### config.mk
export PLATFORM = sky130hd
export DESIGN_NAME = serial_adder_flat
export DESIGN_NICKNAME = d
export VERILOG_FILES = /design/src/rtl/serial_adder_if.sv /design/src/rtl/serial_adder.sv /design/src/flat_wrapper.sv
export SDC_FILE = /design/constraint.sdc
export NUM_CORES = 1
export LEC_CHECK = 0
export ABC_AREA = 1
export CORE_ASPECT_RATIO = 1.75
export CORE_MARGIN = 2
export CORE_UTILIZATION = 30
export CTS_CLUSTER_SIZE = 10
export DETAILED_ROUTE_END_ITERATION = 7
export PLACE_DENSITY = 0.47
export SLEW_MARGIN = 10
export SYNTH_ARGS = -nofsm -noshare
export SYNTH_HDL_FRONTEND = slang
export SYNTH_SLANG_ARGS = --single-unit
### constraint.sdc
create_clock -name clk -period 1.6 [get_ports clk]
set_input_delay 0.32 -clock clk [delete_from_list [all_inputs] [get_ports clk]]
set_output_delay 0.32 -clock clk [all_outputs]
set_load 0.02 [all_outputs]
### src/rtl/serial_adder_if.sv
// Handshake and data bundle for the bit-serial adder: operands/start in,
// busy/done and registered result out.
interface serial_adder_if #(
  parameter int WIDTH = 8
);
  logic             start;
  logic [WIDTH-1:0] a;
  logic [WIDTH-1:0] b;
  logic             cin;
  logic             busy;
  logic             done;
  logic [WIDTH-1:0] sum;
  logic             cout;

  modport master (
    output start, a, b, cin,
    input  busy, done, sum, cout
  );

  modport slave (
    input  start, a, b, cin,
    output busy, done, sum, cout
  );
endinterface

### src/rtl/serial_adder.sv
// Bit-serial ripple adder: one full-adder step per RUN cycle, LSB first,
// result and carry-out published together on entry to DONE.
module serial_adder #(
  parameter int WIDTH = 8
) (
  input  logic           clk,
  input  logic           rst,
  serial_adder_if.slave  bus
);

  localparam int CW = $clog2(WIDTH + 1);

  typedef enum logic [1:0] {
    ST_IDLE = 2'd0,
    ST_RUN  = 2'd1,
    ST_DONE = 2'd2
  } state_t;

  // Returns {carry, sum} of a single-bit full adder.
  function automatic logic [1:0] full_add(input logic x, input logic y, input logic c);
    return {(x & y) | (y & c) | (x & c), x ^ y ^ c};
  endfunction

  state_t           state_q, state_d;
  logic [WIDTH-1:0] op_a_q,  op_a_d;
  logic [WIDTH-1:0] op_b_q,  op_b_d;
  logic             carry_q, carry_d;
  logic [WIDTH-1:0] res_q,   res_d;
  logic [CW-1:0]    cnt_q,   cnt_d;
  logic             busy_q,  busy_d;
  logic             done_q,  done_d;
  logic [WIDTH-1:0] sum_q,   sum_d;
  logic             cout_q,  cout_d;
  logic [1:0]       fa_s;

  // Next-state and datapath step for the serial addition.
  always_comb begin
    state_d = state_q;
    op_a_d  = op_a_q;
    op_b_d  = op_b_q;
    carry_d = carry_q;
    res_d   = res_q;
    cnt_d   = cnt_q;
    sum_d   = sum_q;
    cout_d  = cout_q;
    fa_s    = 2'b00;

    case (state_q)
      ST_IDLE: begin
        if (bus.start) begin
          op_a_d  = bus.a;
          op_b_d  = bus.b;
          carry_d = bus.cin;
          cnt_d   = '0;
          state_d = ST_RUN;
        end else begin
          state_d = ST_IDLE;
        end
      end
      ST_RUN: begin
        fa_s    = full_add(op_a_q[0], op_b_q[0], carry_q);
        // New sum bit enters at the MSB so bit i lands in place after WIDTH shifts.
        res_d   = (res_q >> 1) | (WIDTH'(fa_s[0]) << (WIDTH - 1));
        op_a_d  = op_a_q >> 1;
        op_b_d  = op_b_q >> 1;
        carry_d = fa_s[1];
        cnt_d   = cnt_q + CW'(1);
        if (cnt_q == CW'(WIDTH - 1)) begin
          state_d = ST_DONE;
          sum_d   = res_d;
          cout_d  = fa_s[1];
        end else begin
          state_d = ST_RUN;
        end
      end
      ST_DONE: begin
        state_d = ST_IDLE;
      end
      default: begin
        state_d = ST_IDLE;
      end
    endcase

    busy_d = (state_d != ST_IDLE);
    done_d = (state_d == ST_DONE);
  end

  // State and output registers with synchronous reset.
  always_ff @(posedge clk) begin
    if (rst) begin
      state_q <= ST_IDLE;
      op_a_q  <= '0;
      op_b_q  <= '0;
      carry_q <= 1'b0;
      res_q   <= '0;
      cnt_q   <= '0;
      busy_q  <= 1'b0;
      done_q  <= 1'b0;
      sum_q   <= '0;
      cout_q  <= 1'b0;
    end else begin
      state_q <= state_d;
      op_a_q  <= op_a_d;
      op_b_q  <= op_b_d;
      carry_q <= carry_d;
      res_q   <= res_d;
      cnt_q   <= cnt_d;
      busy_q  <= busy_d;
      done_q  <= done_d;
      sum_q   <= sum_d;
      cout_q  <= cout_d;
    end
  end

  assign bus.busy = busy_q;
  assign bus.done = done_q;
  assign bus.sum  = sum_q;
  assign bus.cout = cout_q;

endmodule

### src/flat_wrapper.sv
// flat-port wrapper written by rule: the top's interface ports become plain ports
module serial_adder_flat 
#(
  parameter int WIDTH = 8
)
  (clk, rst, bus_start, bus_a, bus_b, bus_cin, bus_busy, bus_done, bus_sum, bus_cout);
  serial_adder_if #(.WIDTH(WIDTH)) bus_i ();
  input  logic clk;
  input  logic rst;
  input wire logic [$bits(bus_i.start)-1:0] bus_start;
  input wire logic [$bits(bus_i.a)-1:0] bus_a;
  input wire logic [$bits(bus_i.b)-1:0] bus_b;
  input wire logic [$bits(bus_i.cin)-1:0] bus_cin;
  output wire logic [$bits(bus_i.busy)-1:0] bus_busy;
  output wire logic [$bits(bus_i.done)-1:0] bus_done;
  output wire logic [$bits(bus_i.sum)-1:0] bus_sum;
  output wire logic [$bits(bus_i.cout)-1:0] bus_cout;
  assign bus_i.start = bus_start;
  assign bus_i.a = bus_a;
  assign bus_i.b = bus_b;
  assign bus_i.cin = bus_cin;
  assign bus_busy = bus_i.busy;
  assign bus_done = bus_i.done;
  assign bus_sum = bus_i.sum;
  assign bus_cout = bus_i.cout;
  serial_adder #(.WIDTH(WIDTH)) u_core (.clk(clk), .rst(rst), .bus(bus_i));
endmodule
# Word-level counts from Yosys, hierarchy flattened
# Cells that the tools add are included.
# word_totals
in_bits	20
wordCells	39
reg_bits	42
output_inout_bits	11
# classes
add_sub_neg	1
n_mux	11
bitwise	8
n_reduce_logical	5
eq_ne	4
# ops
cell	count
one-hot mux 8 bit (2 select lines)	2
2-to-1 mux 8 bit	2
OR 7 x 8 -> 8 bit	1
one-hot mux 4 bit (2 select lines)	1
adder 4 x 1 -> 4 bit (second input constant)	1
== test 4 x 3 -> 1 bit (second input constant)	1
2-to-1 mux 4 bit	1
one-hot mux 2 bit (2 select lines)	1
AND reduction 2 bit	2
nonzero test 2 bit	2
bitwise AND 1 bit	3
== test 2 x 1 -> 1 bit (second input constant)	1
== test 2 bit (second input constant)	1
logical NOT 2 bit	1
2-to-1 mux 1 bit	2
2-to-1 mux 2 bit	1
!= test 2 bit (second input constant)	1
OR 1 bit	2
one-hot mux 1 bit (2 select lines)	1
XOR 1 bit	2

# Logic depth before layout (Yosys ltp)
# Gate-level depths: netlist of the first run.
# depth
ltp_word	4
depth_mapped	8
depth_no_buf	7

# Worst setup path after synthesis of the first run
# OpenSTA, ideal clock, no wires.
# synth_path
path_kind	register to register
startpoint	reg u_core.cnt_q[0]
endpoint	reg u_core.sum_q[0] (netlist: u_core.bus.sum[0])
setup_time_ns	0.121
period_less_slack_ns	1.184
path_slack_ns	0.416
stages_incl_launch_ff	8
n_path_buf	1
required_time_ns	1.479
arrival_ns	1.063
path_cell_list	dfxtp_1 > ha_1 > nand2_1 > nor2_1 > nand2_1 > buf_2 > nand2_1 > a21oi_1
# synth_via
elab_chain_cells	2
# synth_lines
item	line_no	source
start, declared	serial_adder.sv:29	logic [CW-1:0] cnt_q, cnt_d;
start signal, assigned	serial_adder.sv:107	cnt_q <= cnt_d;
== test 4 x 3 -> 1 bit	serial_adder.sv:68	if (cnt_q == CW'(WIDTH - 1)) begin
AND reduction 2 bit (no source line)	--	
end signal, assigned	serial_adder.sv:110	sum_q <= sum_d;
end, declared	serial_adder.sv:32	logic [WIDTH-1:0] sum_q, sum_d;
# No other way between the ends.
# A chain may end at the register's enable or synchronous reset.

# Final worst setup path of the first run
# layout_path
startpoint	reg u_core.sum_q[7] (netlist: u_core.bus.sum[7])
endpoint	out bus_sum[7]
# layout_lines
item	line_no	source
end, declared	flat_wrapper.sv:16	output wire logic [$bits(bus_i.sum)-1:0] bus_sum;
# No word-level cell between the ends.

==> reports/metrics.yaml, run 1 <==
outcome: "finished clean"
final_cell_area_sq_mm: 0.00225
worstHoldPathType: "reg2reg"
startpoint: "u_core.bus.sum[7]$_SDFFE_PP0P_"
drc: 0
dieArea_sq_mm: 0.00642
cp.buffers_inverters: 1
busiest_layer: "met2"
ant_nets: 0
clk_latency_ns: 0.29
worst-setup-path-type: "reg2out"
worstPathRequired_ns: 1.28
synth.distinct_cells: 18
htree_levels: 2
syn2layout_area_growth_pct: 29.9
pre_cts_slack_ns: 0.114
rsz0062_at_grt: "false"
synth_top_area_share_pct: 47.4
post-route-min-period_ns: 1.55
critPathSlowestCell: "clkdlybuf4s50_1"
cp.depth: 1
die_y_um: 104
clk_pin_slew_ns: 0.08
use_met3_pct: 2.61
tns_ns: 0
drtIter0Drc: 36
critPathTopFamily: "buffers and inverters"
max_stage_delay_ns: 0.60
first_global_vias: 1529
cp-start-kind: "flop"
worstSetupEndpointType: "output pin"
clockBufferDepth: 2
grt_max_degree: 25
relSlewSlack_pct: 83.5
grt_pass1_wl_mm: 7.02
maxCapViolations: 0
power_frac_clock_pct: 32.8
p_int_mw: 1.50
regToRegEndpoint: "u_core.bus.sum[0]$_SDFFE_PP0P_"
p_leak_nw: 1.06
die_w_um: 61.4
grt.met2_usage_pct: 24.8
crit_chain: "clkdlybuf4s50_1"
avgSynthCellArea_sq_um: 7.03
drt-wirelength-per-cell_um: 11.2
synthCells: 246
pwr-share-seq_pct: 53.9
overflow: 0
drive_above_1_share_pct: 8.54
coreArea_sq_mm: 0.00559
pwr-share-comb_pct: 13.3
viasPerCell: 4.42
nets: 302
skew_ns: 0.00721
rrSetupSlack_ns: 0.22
r2r_cells: 7
finalHoldViolations: 0
synth_area_sq_mm: 0.00173
grt_antenna_before_repair: 0
num_vias: 1579
diodes: 0
powerDensity_mw_per_mm2: 908
portBuffers: 30
maxSlewViolCount: 0
ys_ff_latch: 41
placed_area_sq_mm: 0.00215
finalSetupViolations: 0
grt_use_total_pct: 14.3
fillers: 628
power.switching_mw: 0.545
drt-total-wl_mm: 4.00
critPathMaxFanout: 2
rows: 36
gp_congestion: 0.717
hold_path_depth: 2
swShare_pct: 26.7
ys_seq_area_share_pct: 47.4
post-route-period-util_pct: 97.2
r2r-start: "u_core.cnt_q[0]$_SDFFE_PP0P_"
syn_nets: 268
pin_count: 31
initial_utilization_pct: 31.0
arrival_ns: 1.23
cts_tree: "built"
dp_hpwl_mm: 2.89
max-vdd-ir-drop_uv: 443
drtPass1Iterations: 2
cts-root-buf: "clkbuf_8"
worstSetupEndpoint: "bus_sum[7]"
cts-buffers-inserted: 5
synth_top_area_cell: "dfxtp_1"
cts_setup_buffers: 0
cts.sinks: 41
grt_util_met1_pct: 16.5
yosysWarnings: 0
fin_ws_ns: 0.0453
max_freq_ghz: 0.643
synth_area_leaders: "dfxtp_1 (47%), nand2_1 (13%), nand3_1 (12%), nor2_1 (10%), inv_1 (4.3%)"
power_mw: 2.04
worst_pin_slew_ns: 0.247
## state kept, by name, indices dropped and copies added (netlist names)
register / flops
u_core.bus.busy: 1
u_core.bus.cout: 1
u_core.bus.done: 1
u_core.bus.sum: 8
u_core.carry_q: 1
u_core.cnt_q: 4
u_core.op_a_q: 8
u_core.op_b_q: 8
u_core.res_q: 7
u_core.state_q: 2
## logic make-up (layout without fill, tap and decap cells)
| group | Yosys count | after routing | synth area share, % |
|---|---|---|---|
| AND/OR/NAND/NOR | 151 | 151 | 36.7 |
| flip-flops | 41 | 41 | 47.4 |
| buffers and inverters | 34 | 69 | 8.82 |
| AO/OA/AOI/OAI | 18 | 18 | 5.21 |
| adder cells (fa/ha/maj) | 2 | 2 | 1.88 |
## layer usage
metal	share of wire, %	up-vias
li1	-	838
met1	43	710
met2	53	25
met3	2.3	6
met4	2.0	0
met5	0	-
## cell usage after synthesis
cell type	instances
ha_1	1
buf_2	8
nand2_1	60
o21ai_1	1
nor2_4	1
dfxtp_1	41
fa_1	1
nand2_2	2
buf_4	2
a21oi_1	8
nand3_1	40
clkbuf_1	2
o21ai_0	9
inv_2	1
inv_1	20
buf_6	1
nor2_1	46
nor2_2	2
## power by group through the flow
stage	Clock [mW]	Sequential (mW)	Combinational (mW)
6_report	0.670	1.10	0.272
2_1_floorplan	0	1.12	0.167
3_5_place_dp	0	1.12	0.278
3_3_place_gp	0	1.12	0.277
5_1_grt	0.741	1.11	0.310
4_1_cts	0.697	1.10	0.279
## cells in the final DEF (no fill, tap or decap)
cell type        instances
nand3_1                 40
ha_1                     1
a21oi_1                  8
nor2_1                  46
nor2_2                   2
fa_1                     1
clkinvlp_4               1
nor2_4                   1
o21ai_1                  1
buf_4                    8
nand2_2                  2
inv_1                   20
clkbuf_8                 5
dlymetal6s2s_1           4
inv_2                    1
nand2_1                 60
clkinv_2                 2
clkdlybuf4s50_1         26
buf_12                   2
o21ai_0                  9
dfxtp_1                 41
## per-stage QoR
step           util (%)  hold WS (ns)  std cells
5_1_grt            40.3         0.491        357
4_1_cts            40.1         0.468        357
3_3_place_gp       38.5         0.451        349
3_5_place_dp       38.5         0.456        349
2_1_floorplan         -         0.436        246
6_report           40.3         0.463        357
## layout make-up
type | count | area (sq um) | share of cell area, %
inverter | 21 | 78.8 | 3.51
timing repair buffer | 40 | 410 | 18.3
multi-input combinational | 171 | 757 | 33.7
clock inverter | 3 | 17.5 | 0.779
sequential | 41 | 821 | 36.5
tap | 76 | 95.1 | 4.23
clock buffer | 5 | 68.8 | 3.06
## how the worst min path moves through the flow
stage               slack [ns]                              to                      startpoint
finish                    0.46  u_core.bus.sum[5]$_SDFFE_PP0P_    u_core.res_q[6]$_SDFFE_PP0P_
CTS                       0.47  u_core.bus.sum[5]$_SDFFE_PP0P_    u_core.res_q[6]$_SDFFE_PP0P_
global placement          0.45  u_core.bus.sum[4]$_SDFFE_PP0P_    u_core.res_q[5]$_SDFFE_PP0P_
detailed placement        0.46  u_core.bus.sum[2]$_SDFFE_PP0P_    u_core.res_q[3]$_SDFFE_PP0P_
floorplan                 0.44  u_core.bus.sum[1]$_SDFFE_PP0P_    u_core.res_q[2]$_SDFFE_PP0P_
global route              0.49  u_core.bus.sum[6]$_SDFFE_PP0P_  u_core.bus.sum[6]$_SDFFE_PP0P_
## what timing repair did
| action | CTS | global route |
|---|---|---|
| hold buffers | 0 | 0 |
| setup endpoints to repair | 0 | 4 |
| gates resized for setup | 0 | 4 |
Note: power is estimated with default switching activity, not from simulation.
==> inputs of run 2 (changes only) <==
Settings changed: CAP_MARGIN set to 20, CORE_UTILIZATION 30 to 26, PLACE_DENSITY 0.47 to 0.41.
==> reports/metrics.yaml, run 2 (same netlist as run 1, synthesis figures left out) <==
rrSetupSlack_ns: 0.24  # +0.02 ns
relSlewSlack_pct: 85.3  # +1.8 points
maxCapViolations: 0  # unchanged
max_stage_delay_ns: 0.60  # about the same
overflow: 0  # unchanged
ant_nets: 0  # unchanged
powerDensity_mw_per_mm2: 1150  # +26%
drtPass1Iterations: 4  # +2
grt_antenna_before_repair: 0  # unchanged
worst-setup-path-type: "reg2out"
holdBufCountCts: 0  # unchanged
die_y_um: 112  # +7.1%
finalSetupViolations: 0  # unchanged
cp.buffers_inverters: 1  # unchanged
cts.sinks: 41  # unchanged
maxSlewViolCount: 0  # unchanged
cp-start-kind: "flop"
dp_hpwl_mm: 2.95  # +2.0%
cts_setup_buffers: 0  # unchanged
nets: 301  # -0.33%
cts_tree: "built"
final_core_util_pct: 36.1  # -4.2 points
viasPerCell: 4.35  # -1.6%
dieArea_sq_mm: 0.00735  # +15%
max-vdd-ir-drop_uv: 543  # +23%
post-route-min-period_ns: 1.54  # -0.0153 ns
multi_input_area_sq_um: 757  # unchanged
syn2layout_area_growth_pct: 35.4
rsz0062_at_grt: "false"
drt-total-wl_mm: 4.24  # +5.9%
tns_ns: 0  # unchanged
drt-wirelength-per-cell_um: 11.7  # +4.4%
crit_chain: "clkdlybuf4s50_1"
finalHoldViolations: 0  # unchanged
pin_count: 31  # unchanged
rows: 39  # +8.3%
cts-resized-gates: 0  # unchanged
max_freq_ghz: 0.650  # +0.99%
critPathSlowestCell: "clkdlybuf4s50_1"
critPathMaxFanout: 2  # unchanged
grt_use_total_pct: 13.1  # -1.2 points
clk_latency_ns: 0.28  # about the same
die_w_um: 65.7  # +6.9%
cts-root-buf: "clkbuf_16"
power_mw: 2.68  # +31%
initial_utilization_pct: 26.7  # -4.3 points
htree_levels: 2  # unchanged
wl_met1_mm: 1.85  # +7.6%
drive_above_1_share_pct: 8.21  # -0.33 points
grt_max_degree: 25  # unchanged
critPathTopFamily: "buffers and inverters"
gp_congestion: 0.674  # -6.0%
dr_wl_met3_um: 136  # +45%
worstSetupEndpointType: "output pin"
post-route-period-util_pct: 96.2  # -0.96 points
clk_pin_slew_ns: 0.06  # -0.02 ns
first_global_vias: 1538  # +0.59%
clockBufferDepth: 2  # unchanged
top_layer_used: "met4"
drc: 0  # unchanged
worst_pin_slew_ns: 0.220  # -0.0271 ns
worstPathRequired_ns: 1.28  # about the same
register_area_sq_um: 821  # unchanged
arrival_ns: 1.22  # about the same
outcome: "finished clean"
dr_wl_met2_mm: 2.17  # +3.2%
p_leak_nw: 1.03  # -2.9%
cts-buffers-inserted: 5  # unchanged
most-common-layout-cells: "nand2_1 (60), nor2_1 (46), dfxtp_1 (41)"
final_common_cell: "nand2_1"
skew_ns: 0.00159  # -0.00562 ns
drtIter0Drc: 59  # +64%
grt_pass1_wl_mm: 7.31  # +4.1%
num_vias: 1575  # -0.25%
fillers: 703  # +12%
diodes: 0  # unchanged
portBuffers: 30  # unchanged
coreArea_sq_mm: 0.00649  # +16%
worstHoldPathType: "reg2reg"
run 2: cell count changes in the layout (fill, tap and decap cells not counted), sizes merged:
cell,delta
bufinv,+2
clkdlybuf4s50,+4
clkinvlp,-1
clkinv,-1
buf,-1
dlymetal6s2s,-4
run 2: worst paths after layout:
check             cells past startpoint                              to                           start
setup reg to reg                      7  u_core.bus.sum[0]$_SDFFE_PP0P_    u_core.cnt_q[0]$_SDFFE_PP0P_
setup / recovery                      1                      bus_sum[7]  u_core.bus.sum[7]$_SDFFE_PP0P_
hold reg to reg                       2  u_core.bus.sum[4]$_SDFFE_PP0P_    u_core.res_q[5]$_SDFFE_PP0P_
hold / removal                        2  u_core.bus.sum[4]$_SDFFE_PP0P_    u_core.res_q[5]$_SDFFE_PP0P_
run 2: cell type report:
cell class,count,area share [%]
Clock inverter,3,2.78
Clock buffer,5,5.34
Inverter,21,3.37
Multi-Input combinational cell,171,32.3
Sequential cell,41,35.0
Timing Repair Buffer,39,16.8
Tap cell,82,4.38
run 2: routing by layer:
layer | vias up | global-route usage, %
li1 | 831 | -
met1 | 710 | 14.9
met2 | 27 | 22.1
met3 | 7 | 3.33
met4 | 0 | 6.67
met5 | - | 0
run 2: per-stage QoR:
stage	worst slack (ns)	cells	cell area, sq um	hold slack (ns)
4_1_cts	0.0448	362	2340	0.467
6_report	0.0606	362	2340	0.463
3_5_place_dp	0.0917	354	2150	0.456
5_1_grt	0.0112	362	2340	0.488
2_1_floorplan	0.416	246	1730	0.436
3_3_place_gp	0.107	354	2150	0.451
run 2: power breakdown:
part / internal (mW) / leakage (nW) / switching (mW)
Combinational: 0.125 / 0.599 / 0.148
Sequential: 1.07 / 0.335 / 0.0320
Clock: 0.891 / 0.0938 / 0.417
Total: 2.09 / 1.03 / 0.597
==> inputs of run 3 (changes only) <==
Settings changed: ABC_CLOCK_PERIOD_IN_PS set to 1600, MAX_ROUTING_LAYER set to met4.
==> reports/metrics.yaml, run 3 (same netlist as run 1, synthesis figures left out) <==
outcome: "finished clean"
hold_path_depth: 2  # unchanged
clk_pin_slew_ns: 0.06  # about the same
fin_ws_ns: 0.0594  # -0.00127 ns
r2r-start: "u_core.cnt_q[0]$_SDFFE_PP0P_"
powerDensity_mw_per_mm2: 1150  # +0.14%
cts-root-buf: "clkbuf_16"
critPathSlowestCell: "clkdlybuf4s50_1"
first_global_vias: 1538  # unchanged
final_common_cell: "nand2_1"
regToRegEndpoint: "u_core.bus.sum[0]$_SDFFE_PP0P_"
grt_max_degree: 25  # unchanged
crit_chain: "clkdlybuf4s50_1"
final_core_util_pct: 36.1  # unchanged
p_int_mw: 2.09  # about the same
final_cells: 362  # unchanged
worst-setup-path-type: "reg2out"
final_cell_area_sq_mm: 0.00234  # unchanged
power.switching_mw: 0.601  # +0.60%
placed_area_sq_mm: 0.00215  # unchanged
worst_pin_slew_ns: 0.220  # -0.000135 ns
die_w_um: 65.7  # unchanged
cp-start-kind: "flop"
pwr-share-comb_pct: 10.2  # about the same
cts_tree: "built"
syn2layout_area_growth_pct: 35.4  # unchanged
rsz0062_at_grt: "false"
power_mw: 2.69  # +0.14%
grt_pass1_wl_mm: 7.30  # -0.19%
diodes: 0  # unchanged
worstSetupEndpointType: "output pin"
r2r_cells: 7  # unchanged
cts-buffers-inserted: 5  # unchanged
cts_setup_buffers: 0  # unchanged
clk_latency_ns: 0.29  # about the same
htree_levels: 2  # unchanged
max-vdd-ir-drop_uv: 543  # about the same
p_leak_nw: 1.03  # unchanged
pin_count: 31  # unchanged
ant_nets: 0  # unchanged
cp.buffers_inverters: 1  # unchanged
gp_congestion: 0.680  # +0.99%
critPathTopFamily: "buffers and inverters"
relSlewSlack_pct: 85.3  # about the same
die_y_um: 112  # unchanged
maxSlewViolCount: 0  # unchanged
drc: 0  # unchanged
cts-resized-gates: 0  # unchanged
post-route-period-util_pct: 96.3  # about the same
hold_path_startpoint: "u_core.res_q[5]$_SDFFE_PP0P_"
pwr-share-seq_pct: 41.0  # about the same
arrival_ns: 1.22  # about the same
pre_cts_slack_ns: 0.0917  # unchanged
maxCapViolations: 0  # unchanged
critPathMaxFanout: 2  # unchanged
max_stage_delay_ns: 0.60  # about the same
dp_hpwl_mm: 2.95  # unchanged
grt_use_total_pct: 13.5  # +0.37 points
worstPathRequired_ns: 1.28  # about the same
rrSetupSlack_ns: 0.24  # about the same
swShare_pct: 22.4  # +0.10 points
num_vias: 1584  # +0.57%
drtPass1Iterations: 4  # unchanged
holdBufCountCts: 0  # unchanged
skew_ns: 0.00230  # +0.000708 ns
whs_endpoint: "u_core.bus.sum[4]$_SDFFE_PP0P_"
drt-total-wl_mm: 4.26  # +0.40%
drive_above_1_share_pct: 8.21  # unchanged
most-common-layout-cells: "nand2_1 (60), nor2_1 (46), dfxtp_1 (41)"
grt_antenna_before_repair: 0  # unchanged
portBuffers: 30  # unchanged
finalSetupViolations: 0  # unchanged
coreArea_sq_mm: 0.00649  # unchanged
hold_ws_ns: 0.463  # -0.0000930 ns
clockBufferDepth: 2  # unchanged
max_freq_ghz: 0.649  # about the same
dieArea_sq_mm: 0.00735  # unchanged
tns_ns: 0  # unchanged
power_frac_clock_pct: 48.8  # about the same
cts.sinks: 41  # unchanged
post-route-min-period_ns: 1.54  # +0.00127 ns
worstHoldPathType: "reg2reg"
overflow: 0  # unchanged
rows: 39  # unchanged
drt-wirelength-per-cell_um: 11.8  # +0.40%
dp_cells: 354  # unchanged
finalHoldViolations: 0  # unchanged
initial_utilization_pct: 26.7  # unchanged
drtIter0Drc: 63  # +6.8%
viasPerCell: 4.38  # +0.57%
nets: 301  # unchanged
==> run 3: power groups by stage <==
stage / Combinational [mW] / Clock (mW) / Sequential (mW)
3_3_place_gp: 0.278 / 0 / 1.13
4_1_cts: 0.279 / 1.34 / 1.10
2_1_floorplan: 0.167 / 0 / 1.12
5_1_grt: 0.311 / 1.39 / 1.11
3_5_place_dp: 0.278 / 0 / 1.13
6_report: 0.273 / 1.31 / 1.10
==> run 3: layout make-up <==
type	instances	area, sq um
clock buffers	5	125
clock inverters	3	65.1
fillers	703	4150
inverters	21	78.8
multi-input cells	171	757
flip-flops and latches	41	821
well taps	82	103
repair buffers	39	393
==> run 3: worst max-delay path by stage <==
| stage | startpoint | endpoint | slack [ns] | cells after the start |
|---|---|---|---|---|
| floorplan | u_core.cnt_q[0]$_SDFFE_PP0P_ | u_core.bus.sum[0]$_SDFFE_PP0P_ | 0.42 | 7 |
| global placement | bus_start | u_core.op_b_q[7]$_SDFFE_PP0P_ | 0.11 | 6 |
| detailed placement | bus_start | u_core.op_b_q[7]$_SDFFE_PP0P_ | 0.09 | 6 |
| CTS | u_core.bus.sum[7]$_SDFFE_PP0P_ | bus_sum[7] | 0.04 | 1 |
| global route | u_core.bus.sum[4]$_SDFFE_PP0P_ | bus_sum[4] | 0.01 | 1 |
| finish | u_core.bus.sum[7]$_SDFFE_PP0P_ | bus_sum[7] | 0.06 | 1 |
==> run 3: routing by layer <==
layer  track usage [%]  vias to the layer above  part of all wire [%]
met5                 -                        -                     0
met4              6.67                        0                   2.4
met3              3.33                        7                   3.3
met2              22.1                       27                    51
met1              14.9                      720                    44
li1                  -                      830                     -
==> run 3: worst reg2reg max path, delay by kind of cell, from the launching register on <==
family	cells	cell delay (ns)
buffers and inverters	1	0.20
and+or+nand+nor	4	0.42
AOI/OAI and AO/OA	1	0.05
adders and majority gates	1	0.19
DFF	1	0.39
